`config.mk`:
```
export PLATFORM = sky130hd
export DESIGN_NAME = imem_loader
export DESIGN_NICKNAME = d
export VERILOG_FILES = /design/src/rtl/mips_pkg.sv /design/src/rtl/imem_loader.sv
export SDC_FILE = /design/constraint.sdc
export NUM_CORES = 1
export LEC_CHECK = 0
export CELL_PAD_IN_SITES_DETAIL_PLACEMENT = 0
export CELL_PAD_IN_SITES_GLOBAL_PLACEMENT = 1
export CORE_ASPECT_RATIO = 1.1
export CORE_MARGIN = 5
export CORE_UTILIZATION = 38
export DETAILED_ROUTE_END_ITERATION = 8
export HOLD_SLACK_MARGIN = 0.08
export MAX_ROUTING_LAYER = met4
export PLACE_DENSITY_LB_ADDON = 0.05
export RECOVER_POWER = 100
export REMOVE_ABC_BUFFERS = 1
export SYNTH_ARGS = -nofsm -noshare
export SYNTH_HDL_FRONTEND = slang
export SYNTH_SLANG_ARGS = --single-unit
```
`constraint.sdc`:
```
create_clock -name clk -period 6.2 [get_ports clk]
set_input_delay 1.24 -clock clk [delete_from_list [all_inputs] [get_ports clk]]
set_output_delay 1.24 -clock clk [all_outputs]
set_load 0.05 [all_outputs]
```
`src/rtl/mips_pkg.sv`:
```
// Shared definitions for the MIPS core and its boot-time support blocks.
//   loader_state_t : control states of the instruction-memory loader
//   WORD_W         : instruction word width in bits
//   BYTES_PER_WORD : stream bytes packed into one instruction word
package mips_pkg;

  typedef enum logic [1:0] {
    IDLE  = 2'd0,
    LOAD  = 2'd1,
    WRITE = 2'd2,
    RUN   = 2'd3
  } loader_state_t;

  localparam int WORD_W         = 32;
  localparam int BYTES_PER_WORD = 4;

endpackage

```
`src/rtl/imem_loader.sv`:
```
// Boot-time program loader. Packs a big-endian byte stream into 32-bit
// instruction words and writes them to consecutive instruction-memory word
// addresses starting at 0, holding the processor in reset until the requested
// number of words has been written.
//
// Ports:
//   clk         in   system clock, rising edge
//   reset       in   synchronous, active-low reset
//   start       in   one-cycle load request, honoured in IDLE and RUN only
//   word_count  in   words to load (ADDR_W+1 bits), latched on accepted start
//   byte_valid  in   byte_data valid
//   byte_data   in   stream byte
//   byte_ready  out  loader accepts a byte this cycle (state decode only)
//   imem_we     out  instruction-memory write strobe, one cycle per word
//   imem_addr   out  word address of the write
//   imem_wdata  out  packed instruction word
//   cpu_reset   out  active-high processor reset
//   busy        out  high while loading or writing
//   done        out  high while the processor runs
module imem_loader
  import mips_pkg::*;
#(
  parameter int ADDR_W = 8
) (
  input  logic              clk,
  input  logic              reset,
  input  logic              start,
  input  logic [ADDR_W:0]   word_count,
  input  logic              byte_valid,
  input  logic [7:0]        byte_data,
  output logic              byte_ready,
  output logic              imem_we,
  output logic [ADDR_W-1:0] imem_addr,
  output logic [WORD_W-1:0] imem_wdata,
  output logic              cpu_reset,
  output logic              busy,
  output logic              done
);

  // Largest legal load: the whole memory, 2^ADDR_W words.
  localparam logic [ADDR_W:0] MAX_COUNT = {1'b1, {ADDR_W{1'b0}}};
  localparam logic [1:0]      LAST_IDX  = 2'(BYTES_PER_WORD - 1);

  loader_state_t     state_q, state_d;
  logic [ADDR_W-1:0] addr_q,  addr_d;
  logic [1:0]        idx_q,   idx_d;
  logic [ADDR_W:0]   count_q, count_d;
  logic [WORD_W-1:0] shift_q, shift_d;
  logic              last_word;

  function automatic logic [ADDR_W:0] clamp_count(input logic [ADDR_W:0] c);
    return (c > MAX_COUNT) ? MAX_COUNT : c;
  endfunction

  // Termination is tested before the increment, so addr never wraps even on
  // a full 2^ADDR_W-word load.
  assign last_word = (({1'b0, addr_q} + (ADDR_W+1)'(1)) == count_q);

  always_comb begin
    state_d = state_q;
    addr_d  = addr_q;
    idx_d   = idx_q;
    count_d = count_q;
    shift_d = shift_q;
    case (state_q)
      IDLE, RUN: begin
        if (start) begin
          count_d = clamp_count(word_count);
          addr_d  = '0;
          idx_d   = '0;
          state_d = (word_count == '0) ? RUN : LOAD;
        end
      end
      LOAD: begin
        if (byte_valid) begin
          // Shifting in from the right leaves the first byte in [31:24].
          shift_d = {shift_q[WORD_W-9:0], byte_data};
          idx_d   = idx_q + 2'd1;
          if (idx_q == LAST_IDX) begin
            state_d = WRITE;
          end
        end
      end
      WRITE: begin
        if (last_word) begin
          state_d = RUN;
        end else begin
          addr_d  = addr_q + ADDR_W'(1);
          state_d = LOAD;
        end
      end
      default: state_d = IDLE;
    endcase
  end

  always_ff @(posedge clk) begin
    if (!reset) begin
      state_q <= IDLE;
      addr_q  <= '0;
      idx_q   <= '0;
      count_q <= '0;
      shift_q <= '0;
    end else begin
      state_q <= state_d;
      addr_q  <= addr_d;
      idx_q   <= idx_d;
      count_q <= count_d;
      shift_q <= shift_d;
    end
  end

  // Every output is a register or a pure state decode.
  assign byte_ready = (state_q == LOAD);
  assign imem_we    = (state_q == WRITE);
  assign imem_addr  = addr_q;
  assign imem_wdata = shift_q;
  assign cpu_reset  = (state_q != RUN);
  assign busy       = (state_q == LOAD) || (state_q == WRITE);
  assign done       = (state_q == RUN);

endmodule

```
==> summary.md, run 1 <==
| Metric | Value |
|---|---|
| Reg-to-reg critical path startpoint | imem_addr[0] |
| Power per Cell Area | 304 nW/µm² |
| Worst r2r dst | imem_addr[5] |
| Pleak | 0.00119 µW |
| Detailed placement HPWL | 4150 µm |
| Final Util | 0.496 |
| Post-synth EDFFs | 0 |
| Final Hold Viols | 0 |
| Gr ovfl total | 0 |
| Post-CTS Hold Fix Bufs | 0 |
| Die H | 95.0 µm |
| Peak VDD IR | 0.305 mV |
| Post-Layout Inst Area | 3210 µm² |
| Vias in the first global route | 1,974 |
| Fmax | 0.234 GHz |
| Die W | 87.2 µm |
| Starting Density | 0.385 |
| Critical Setup Path Class | in -> reg |
| Synth Area per Inst | 8.04 µm² |
| GPL Wtd Cong | 0.822 |
| Largest net degree at the start of global routing | 52 |
| Layout fillers | 661 |
| Clock tree buffer depth | 2 |
| Critical path fanouts, max | 51 |
| Clock Latency Late Sink | 0.31 ns |
| CTS resizes | 0 |
| DRC Markers | 0 |
| Number of setup violations in the final report | 0 |
| Row count | 31 |
| Yosys reg bits | 53 |
| Crit path launch | reset |
| Total routed wirelength | 5940 µm |
| Reg clk slew, reported paths | 0.10 ns |
| Worst EP required | 6.44 ns |
| Fin crit period | 4.27 ns |
| First-pass GRT wire length | 9830 µm |
| Post-DP Area | 3130 µm² |
| Input/output buffers | 65 |
| Initial antenna violation count | 0 |
| Layout cells sized above 1 | 0.0442 |
| Most frequent cells in the layout | nand2_1, dfxtp_1, a21oi_1, dlygate4sd3_1, clkdlybuf4s50_1 |
| Critical Path Sink | imem_addr[7] |
| CTS root buf | clkbuf_8 |
| Synth top area share | 0.425 |
| DRT Pass-1 Iters | 4 |
| Period Utilization, post-route | 0.689 |
| HP Class | reg -> reg |
| Die ar. | 8280 µm² |
| Arrival time worst endpoint | 4.51 ns |
| CP Capture Type | flip-flop |
| Reg2Reg Depth | 7 |
| Total GRT Usage | 0.151 |
| Synth Warn # | 0 |
| Mapped cell area | 2490 µm² |
| Failing checks | max-capacitance violations, max-slew violations |
| Mean routed wirelength per cell | 13.4 µm |
| I/O Pins | 66 |
| Nets | 388 |
| Setup bufs post-CTS | 0 |
| TritonCTS clock tree | yes |
| Via Count | 2,276 |
| 1st-iter DRT viols | 107 |
| Status | complete, but fails checks |
| Core area | 6480 µm² |
| Setup TNS | 0 ns |
| Vias/cell | 5.13 |
| Worst Skew | 0.00663 ns |
| Max-slew violation total from the final report | 52 |
| Htree depth | 2 |
| Synth cell types | 51 |
| Min Hold Slack | 0.454 ns |
| Dominant cells by area after synthesis | dfxtp_1, nand2_1, a21oi_1 |
| Max Cap Viol | 1 |
| Worst rel slew slack | -0.163 |
| Reg2Reg Setup Slack | 3.19 ns |
| Worst-Margin Slew | 1.73 ns |
| Largest area contributor in the netlist | dfxtp_1 |
| RSZ-0062 raised after global routing | no |
| Antenna Nets Post-Route | 0 |
| Clock sink count | 53 |
| CTS Buf Count | 5 |
| N_diodes | 0 |
| Seq/Total Area, Yosys | 0.425 |
| FFs w/ async S/R, synth | 0 |
| Gate count of the mapped netlist | 310 |
| Startpoint types | input port |
| Synth Flop Type | dfxtp_1 |
| Layout Area Growth over Synthesis | 28.9% |
| Most common cell after layout, fill and taps aside | nand2_1 |
==> cell usage after synthesis, types with 4 or more instances <==
cell      number
xnor2_1        6
dfxtp_1       53
nor2_1        16
a21oi_1       48
nand2_1       75
nand3_1        9
clkbuf_1      14
o21ai_0        7
nor3b_1        9
ha_1           6
inv_1          8
o41ai_1        4
==> cell type report <==
cell class                      instances  area [µm²]  share of cell area
Multi-Input combinational cell        227        1270               0.395
Sequential cell                        53        1060               0.330
Timing Repair Buffer                   65         651               0.202
Tap cell                               82         103              0.0319
Clock buffer                            6        82.6              0.0257
Inverter                                9        35.0              0.0109
Clock inverter                          2        13.8             0.00428
==> through the flow <==
step                setup WS (ns)  power, µW  cells
finish                       1.93        977    444
global placement             3.13        792    436
CTS                          2.85       1000    444
global route                 1.66       1040    444
detailed placement           3.11        792    436
floorplan                    3.63        670    289
==> layer usage <==
| metal | vias to the layer above | track usage | share of wire |
|---|---|---|---|
| li1 | 1176 | - | - |
| met1 | 1039 | 0.202 | 0.47 |
| met2 | 55 | 0.230 | 0.46 |
| met3 | 6 | 0.0305 | 0.055 |
| met4 | 0 | 0.0422 | 0.011 |
| met5 | - | - | 0 |
==> kinds of logic (layout without fill, tap and decap cells) <==
group,Yosys count,count (layout),synth area share
adders and majority gates,6,6,0.0301
buffers and inverters,30,82,0.0612
AOI/OAI and AO/OA,81,81,0.205
and+or+nand+nor,131,131,0.243
xor gates and xnor gates,9,9,0.0346
DFF,53,53,0.425
==> worst min path at each step <==
stage	start	to	slack, ns	depth (start not counted)
after floorplan	count_q[8]	count_q[8]	0.45	2
after global placement	imem_wdata[27]	imem_wdata[27]	0.44	2
after detailed placement	imem_wdata[30]	imem_wdata[30]	0.45	2
after CTS	imem_wdata[30]	imem_wdata[30]	0.46	2
after global routing	imem_wdata[27]	imem_wdata[27]	0.48	2
final	imem_wdata[27]	imem_wdata[27]	0.45	2
==> critical path, cell delays in order <==
cell	delay, ns
dlygate4sd3_1	0.77
clkinvlp_2	1.45
or3_1	0.86
o22ai_1	0.17
==> where the power goes <==
part	leakage, µW	total (µW)	switching [µW]	internal (µW)
combinational	0.000713	378	265	113
clock	0.0000512	207	116	90.8
sequential	0.000429	391	25.3	366
==> sequential cells by signal (all words and copies together), names as in the netlist <==
signal,count
imem_wdata,32
state_q,2
idx_q,2
count_q,9
imem_addr,8
Note: power is estimated with default switching activity, not from simulation.
==> run 2: changes to the inputs <==
--- a/config.mk
+++ b/config.mk
@@ -9,7 +9,7 @@
 export CELL_PAD_IN_SITES_GLOBAL_PLACEMENT = 1
 export CORE_ASPECT_RATIO = 1.1
 export CORE_MARGIN = 5
-export CORE_UTILIZATION = 38
+export CORE_UTILIZATION = 31
 export DETAILED_ROUTE_END_ITERATION = 8
 export HOLD_SLACK_MARGIN = 0.08
 export MAX_ROUTING_LAYER = met4
==> constraint.sdc (replaced) <==
create_clock -name clk -period 3.89 [get_ports clk]
set_input_delay 0.778 -clock clk [delete_from_list [all_inputs] [get_ports clk]]
set_output_delay 0.778 -clock clk [all_outputs]
set_load 0.05 [all_outputs]
==> run 2 against run 1 <==
  * The flow now finishes without violations
  * Sequential power grew 59%
  * First-iteration DRC count decreased by 41%
  * Critical path depth did not move
  * Flip-flop and latch count unchanged
  * Via count increased by 0.88%
  * Critical endpoint is now busy
  * Largest power group unchanged
  * Highest routed layer unchanged
==> summary.md, run 2 (synthesized netlist as in run 1, its figures left out) <==
| Metric | Value |
|---|---|
| Status | finished clean |
| Final Hold Viols | 0 (unchanged) |
| Power per Cell Area | 478 nW/µm² (+57%) |
| RSZ-0062 raised after global routing | no |
| HP Class | reg -> reg |
| I/O Pins | 66 (unchanged) |
| Max Cap Viol | 0 (-1) |
| Worst rel slew slack | 0.270 (+0.432) |
| Final Util | 0.414 (-0.0827) |
| Setup bufs post-CTS | 0 (unchanged) |
| Nets | 390 (+0.52%) |
| Setup TNS | 0 ns (unchanged) |
| Htree depth | 2 (unchanged) |
| Initial antenna violation count | 0 (unchanged) |
| Worst Skew | 0.00568 ns (-0.000946 ns) |
| Most frequent cells in the layout | nand2_1, dfxtp_1, a21oi_1, dlygate4sd3_1, clkdlybuf4s50_1 |
| DRT Pass-1 Iters | 4 (unchanged) |
| Combinational share of power | 0.397 (+0.010) |
| N_diodes | 0 (unchanged) |
| Critical Setup Path Class | reg -> out |
| Max FFs per register | 32 (unchanged) |
| CTS Buf Count | 5 (unchanged) |
| Setup WS post-layout | 0.946 ns (-0.983 ns) |
| DP Worst Slack | 1.29 ns (-1.82 ns) |
| Total GRT Usage | 0.136 (-0.0143) |
| Post-Layout Inst Area | 3250 µm² (+1.2%) |
| Internal Power | 893 µW (+57%) |
| Via Count | 2,296 (+0.88%) |
| DRC Markers | 0 (unchanged) |
| Max-slew violation total from the final report | 0 (-100%) |
| Largest net degree at the start of global routing | 52 (unchanged) |
| Core area | 7870 µm² (+21%) |
| First-pass GRT wire length | 10,700 µm (+9.1%) |
| Fin crit period | 2.94 ns |
| Clk pwr share | 0.202 (-0.010) |
| Die H | 104 µm (+9.6%) |
| Post-DP Area | 3180 µm² (+1.5%) |
| Layout cells sized above 1 | 0.0440 (-0.000243) |
| Peak VDD IR | 0.401 mV (+31%) |
| CP Capture Type | primary output |
| 1st-iter DRT viols | 63 (-41%) |
| Worst-Margin Slew | 1.09 ns (-0.642 ns) |
| Switch share | 0.425 (+0.00856) |
| Number of setup violations in the final report | 0 (unchanged) |
| Total routed wirelength | 6540 µm (+10%) |
| Sequential power share | 0.401 (about the same) |
| Reg clk slew, reported paths | 0.09 ns (about the same) |
| Die W | 95.5 µm (+9.5%) |
| GPL Wtd Cong | 0.902 (+9.7%) |
| Die ar. | 9940 µm² (+20%) |
| Startpoint types | flip-flop |
| Clock tree buffer depth | 2 (unchanged) |
| Row count | 34 (+9.7%) |
| Starting Density | 0.317 (-0.0681) |
| Layout Area Growth over Synthesis | 30.5% |
| CTS resizes | 0 (unchanged) |
| Vias in the first global route | 2,189 (+11%) |
| Critical path fanouts, max | 8 (-84%) |
| Input/output buffers | 65 (unchanged) |
| Worst EP required | 3.11 ns (-3.33 ns) |
| Pleak | 0.00119 µW (about the same) |
| Fmax | 0.340 GHz |
| Arrival time worst endpoint | 2.17 ns (-2.34 ns) |
| Gr ovfl total | 0 (unchanged) |
| Vias/cell | 4.86 (-5.1%) |
| Layout fillers | 829 (+25%) |
| CTS root buf | clkbuf_8 |
| TritonCTS clock tree | yes |
| NetSw | 661 µW (+62%) |
| Period Utilization, post-route | 0.757 |
| Antenna Nets Post-Route | 0 (unchanged) |
| Mean routed wirelength per cell | 13.9 µm (+3.6%) |
| Detailed placement HPWL | 4650 µm (+12%) |
| Clock sink count | 53 (unchanged) |
| Clock Latency Late Sink | 0.30 ns (about the same) |
| Post-CTS Hold Fix Bufs | 0 (unchanged) |
| Most common cell after layout, fill and taps aside | nand2_1 |
run 2: final timing paths:
kind | startpoint | to | slack (ns) | depth (start not counted)
hold / removal | imem_wdata[31] | imem_wdata[31] | 0.46 | 2
setup / recovery | state_q[0] | busy | 0.95 | 4
setup reg to reg | imem_addr[0] | imem_addr[7] | 1.06 | 7
hold reg to reg | imem_wdata[31] | imem_wdata[31] | 0.46 | 2
run 2: metrics by stage:
stage / std cells / hold slack (ns) / total power, µW
6_report: 472 / 0.456 / 1550
5_1_grt: 472 / 0.484 / 1650
4_1_cts: 472 / 0.462 / 1600
3_5_place_dp: 464 / 0.447 / 1290
3_3_place_gp: 464 / 0.442 / 1290
2_1_floorplan: 289 / 0.449 / 1070
run 2: routing by layer:
layer	up-vias	GRT usage	part of all wire	wire length, µm
met3	10	0.0268	0.050	329
met5	-	-	0	0
met1	1053	0.165	0.45	2920
met4	0	0.0498	0.016	102
met2	57	0.222	0.49	3190
li1	1176	-	-	-
run 2: final cells by class:
type	count	area, µm²	share of cell area
Tap cell	108	135	0.0415
Timing Repair Buffer	67	666	0.205
Clock inverter	2	15.0	0.00461
Sequential cell	53	1060	0.326
Multi-Input combinational cell	227	1270	0.389
Inverter	9	38.8	0.0119
Clock buffer	6	72.6	0.0223
run 2: power by group through the flow:
stage	registers (µW)	clock network [µW]	logic, µW
after floorplan	681	0	387
after global placement	637	0	651
after global routing	632	351	670
final	623	314	618
after CTS	625	329	650
after detailed placement	637	0	648
run 2: critical path: stages (launching register included):
cell,delay (ns)
dfxtp_1,0.42
inv_1,0.07
ha_1,0.39
inv_1,0.12
dlygate4sd3_1,0.87
==> run 3: changes to the inputs <==
--- a/config.mk
+++ b/config.mk
@@ -9,7 +9,7 @@
 export CELL_PAD_IN_SITES_GLOBAL_PLACEMENT = 1
 export CORE_ASPECT_RATIO = 1.1
 export CORE_MARGIN = 5
-export CORE_UTILIZATION = 31
+export CORE_UTILIZATION = 35
 export DETAILED_ROUTE_END_ITERATION = 8
 export HOLD_SLACK_MARGIN = 0.08
 export MAX_ROUTING_LAYER = met4
==> constraint.sdc (replaced) <==
create_clock -name clk -period 2.71 [get_ports clk]
set_input_delay 0.542 -clock clk [delete_from_list [all_inputs] [get_ports clk]]
set_output_delay 0.542 -clock clk [all_outputs]
set_load 0.05 [all_outputs]
==> run 3 against run 2 <==
  * Clock power increased by 74%
  * Register-to-register slack got worse by 0.80 ns
  * Flip-flop and latch count unchanged
  * Global-route usage increased by 0.76 points
  * Final area increased by 0.96%
  * Critical path type unchanged
  * Total power increased by 51%
  * Worst hold slack got worse by 0.0038 ns
==> summary.md, run 3 (synthesized netlist as in run 1, its figures left out) <==
| Metric | Value |
|---|---|
| DP Worst Slack | 0.280 ns (-1.01 ns) |
| Max FFs per register | 32 (unchanged) |
| Most common cell after layout, fill and taps aside | nand2_1 |
| Antenna Nets Post-Route | 0 (unchanged) |
| CTS root buf | clkbuf_8 |
| Sequential power share | 0.381 (-0.020) |
| Die ar. | 8910 µm² (-10%) |
| Layout cells sized above 1 | 0.0596 (+0.0157) |
| Met2 WL post-DR | 3080 µm (-3.5%) |
| Critical Setup Path Class | reg -> out |
| CP Buf/Inv Count | 2 (-1) |
| Arrival time worst endpoint | 2.02 ns (-0.15 ns) |
| Crit-path slowest cell | dlygate4sd3_1 |
| Non-Filler Instances | 454 (-3.8%) |
| Gr ovfl total | 0 (unchanged) |
| Placed insts | 446 (-3.9%) |
| Pleak | 0.00123 µW (+2.7%) |
| Hold Path Depth | 2 (unchanged) |
| Max-slew violation total from the final report | 0 (unchanged) |
| Post-CTS Hold Fix Bufs | 0 (unchanged) |
| Fmax | 0.390 GHz |
| Final Hold Viols | 0 (unchanged) |
| Number of setup violations in the final report | 0 (unchanged) |
| Die W | 90.5 µm (-5.3%) |
| Top Layer Used | met4 |
| Detailed placement HPWL | 4510 µm (-3.0%) |
| Worst rel slew slack | 0.0794 (-0.190) |
| Peak VDD IR | 0.791 mV (+97%) |
| Most frequent cells in the layout | nand2_1, dfxtp_1, a21oi_1, dlygate4sd3_1, clkdlybuf4s50_1 |
| HP Class | reg -> reg |
| Status | finished clean |
| Reg clk slew, reported paths | 0.10 ns (about the same) |
| CP top delay family | buffers and inverters |
| Startpoint types | flip-flop |
| Clock Latency Late Sink | 0.31 ns (about the same) |
| RSZ-0062 raised after global routing | no |
| Worst EP required | 2.17 ns (-0.94 ns) |
| Power per Cell Area | 713 nW/µm² (+49%) |
| CTS Buf Count | 5 (unchanged) |
| Met3 Wirelength | 344 µm (+4.6%) |
| DRC Markers | 0 (unchanged) |
| I/O Pins | 66 (unchanged) |
| Layout Area Growth over Synthesis | 31.8% |
| Fin crit period | 2.56 ns |
| Critical path fanouts, max | 8 (unchanged) |
| Clock sink count | 53 (unchanged) |
| Met1 Wirelength | 2850 µm (-2.6%) |
| Input/output buffers | 65 (unchanged) |
| DRT Pass-1 Iters | 4 (unchanged) |
| Switch share | 0.408 (-0.0168) |
| Setup TNS | 0 ns (unchanged) |
| Mean routed wirelength per cell | 13.9 µm (+0.64%) |
| N_diodes | 0 (unchanged) |
| First-pass GRT wire length | 10,500 µm (-2.2%) |
| CP max stage delay | 0.94 ns (+0.07 ns) |
| Clock tree buffer depth | 2 (unchanged) |
| Nets | 395 (+1.3%) |
| Via Count | 2,340 (+1.9%) |
| Combinational share of power | 0.385 (-0.012) |
| Vias/cell | 5.15 (+6.0%) |
| Max Cap Viol | 0 (unchanged) |
| Worst-Margin Slew | 1.38 ns (+0.288 ns) |
| NetSw | 957 µW (+45%) |
| Htree depth | 2 (unchanged) |
| Internal Power | 1390 µW (+55%) |
| Cell Chain, Critical Path | inv_1 -> ha_1 -> dlygate4sd3_1 |
| Period Utilization, post-route | 0.946 |
| Reg-to-reg critical path startpoint | imem_addr[1] |
| Die H | 98.5 µm (-5.3%) |
| Worst Skew | 0.00631 ns (+0.000627 ns) |
| Worst Hold Endpoint | imem_wdata[28] |
| Reg2Reg Setup Slack | 0.26 ns (-0.80 ns) |
| Total GRT Usage | 0.144 (+0.00762) |
| Reg2Reg Depth | 7 (unchanged) |
| Largest net degree at the start of global routing | 34 (-35%) |
| Post-DP Area | 3190 µm² (+0.28%) |
| Clk pwr share | 0.233 (+0.031) |
| Core area | 6970 µm² (-11%) |
| Hold Startpoint | imem_wdata[28] |
| 1st-iter DRT viols | 99 (+57%) |
| Setup WS post-layout | 0.146 ns (-0.800 ns) |
| Row count | 32 (-5.9%) |
| Worst r2r dst | imem_addr[7] |
| Initial antenna violation count | 0 (unchanged) |
| GPL Wtd Cong | 0.848 (-5.9%) |
| Starting Density | 0.358 (+0.0411) |
| Post-Layout Inst Area | 3290 µm² (+0.96%) |
| CP Capture Type | primary output |
| TritonCTS clock tree | yes |
| Vias in the first global route | 2,165 (-1.1%) |
| Total routed wirelength | 6330 µm (-3.2%) |
==> run 3: cell count changes in the layout (fill, tap and decap cells not counted), sizes merged <==
| cell | previous run | this run |
|---|---|---|
| buf | 2 | 5 |
| bufinv | 0 | 1 |
| clkbuf | 6 | 9 |
| clkdlybuf4s50 | 18 | 19 |
| clkinv | 0 | 1 |
| clkinvlp | 2 | 0 |
| dlygate4sd3 | 47 | 45 |
==> run 3: layout make-up <==
class,instances,area [µm²]
Fill cell,747,3680
Multi-Input combinational cell,227,1280
Clock buffer,6,72.6
Sequential cell,53,1060
Tap cell,85,106
Timing Repair Buffer,72,689
Inverter,9,38.8
Clock inverter,2,38.8
==> run 3: how the worst max path moves through the flow <==
stage / startpoint / end / slack (ns) / cells past startpoint
6_report: state_q[0] / imem_we / 0.15 / 3
3_3_place_gp: imem_addr[0] / imem_addr[7] / 0.36 / 7
4_1_cts: state_q[0] / busy / 0.05 / 4
5_1_grt: byte_valid / imem_wdata[19] / 0.04 / 5
2_1_floorplan: imem_addr[0] / imem_addr[5] / 0.14 / 7
3_5_place_dp: imem_addr[0] / imem_addr[5] / 0.28 / 7
==> run 3: worst register-to-register path, stage by stage, from the launching register on <==
cell       delay, ns
dfxtp_1         0.46
ha_1            0.32
and3_1          0.34
nand4_1         0.16
a2111oi_2       0.47
o221ai_1        0.28
nand3_2         0.21
o22ai_1         0.11
==> run 3: stage by stage <==
stage	utilization	power, µW	hold WS [ns]
3_5_place_dp	0.458	1870	0.446
6_report	0.472	2340	0.452
3_3_place_gp	0.458	1880	0.441
4_1_cts	0.474	2420	0.460
5_1_grt	0.472	2480	0.479
2_1_floorplan	-	1530	0.449
==> run 3: layer usage <==
metal,vias up,global-route usage
met2,56,0.237
li1,1196,-
met4,0,0.0344
met3,5,0.0344
met5,-,-
met1,1083,0.178
==> run 3: timing repair <==
| item | 4_1_cts | 5_1_grt |
|---|---|---|
| buffers inserted | 0 | 0 |
| resized for setup | 0 | 2 |
| endpoints found under the setup margin | 0 | 5 |
==> run 3: power groups by stage <==
stage / sequential, µW / clock (µW) / combinational, µW
final: 893 / 546 / 902
after global routing: 902 / 597 / 984
after CTS: 894 / 570 / 961
after detailed placement: 912 / 0 / 956
after global placement: 910 / 0 / 965
after floorplan: 978 / 0 / 555
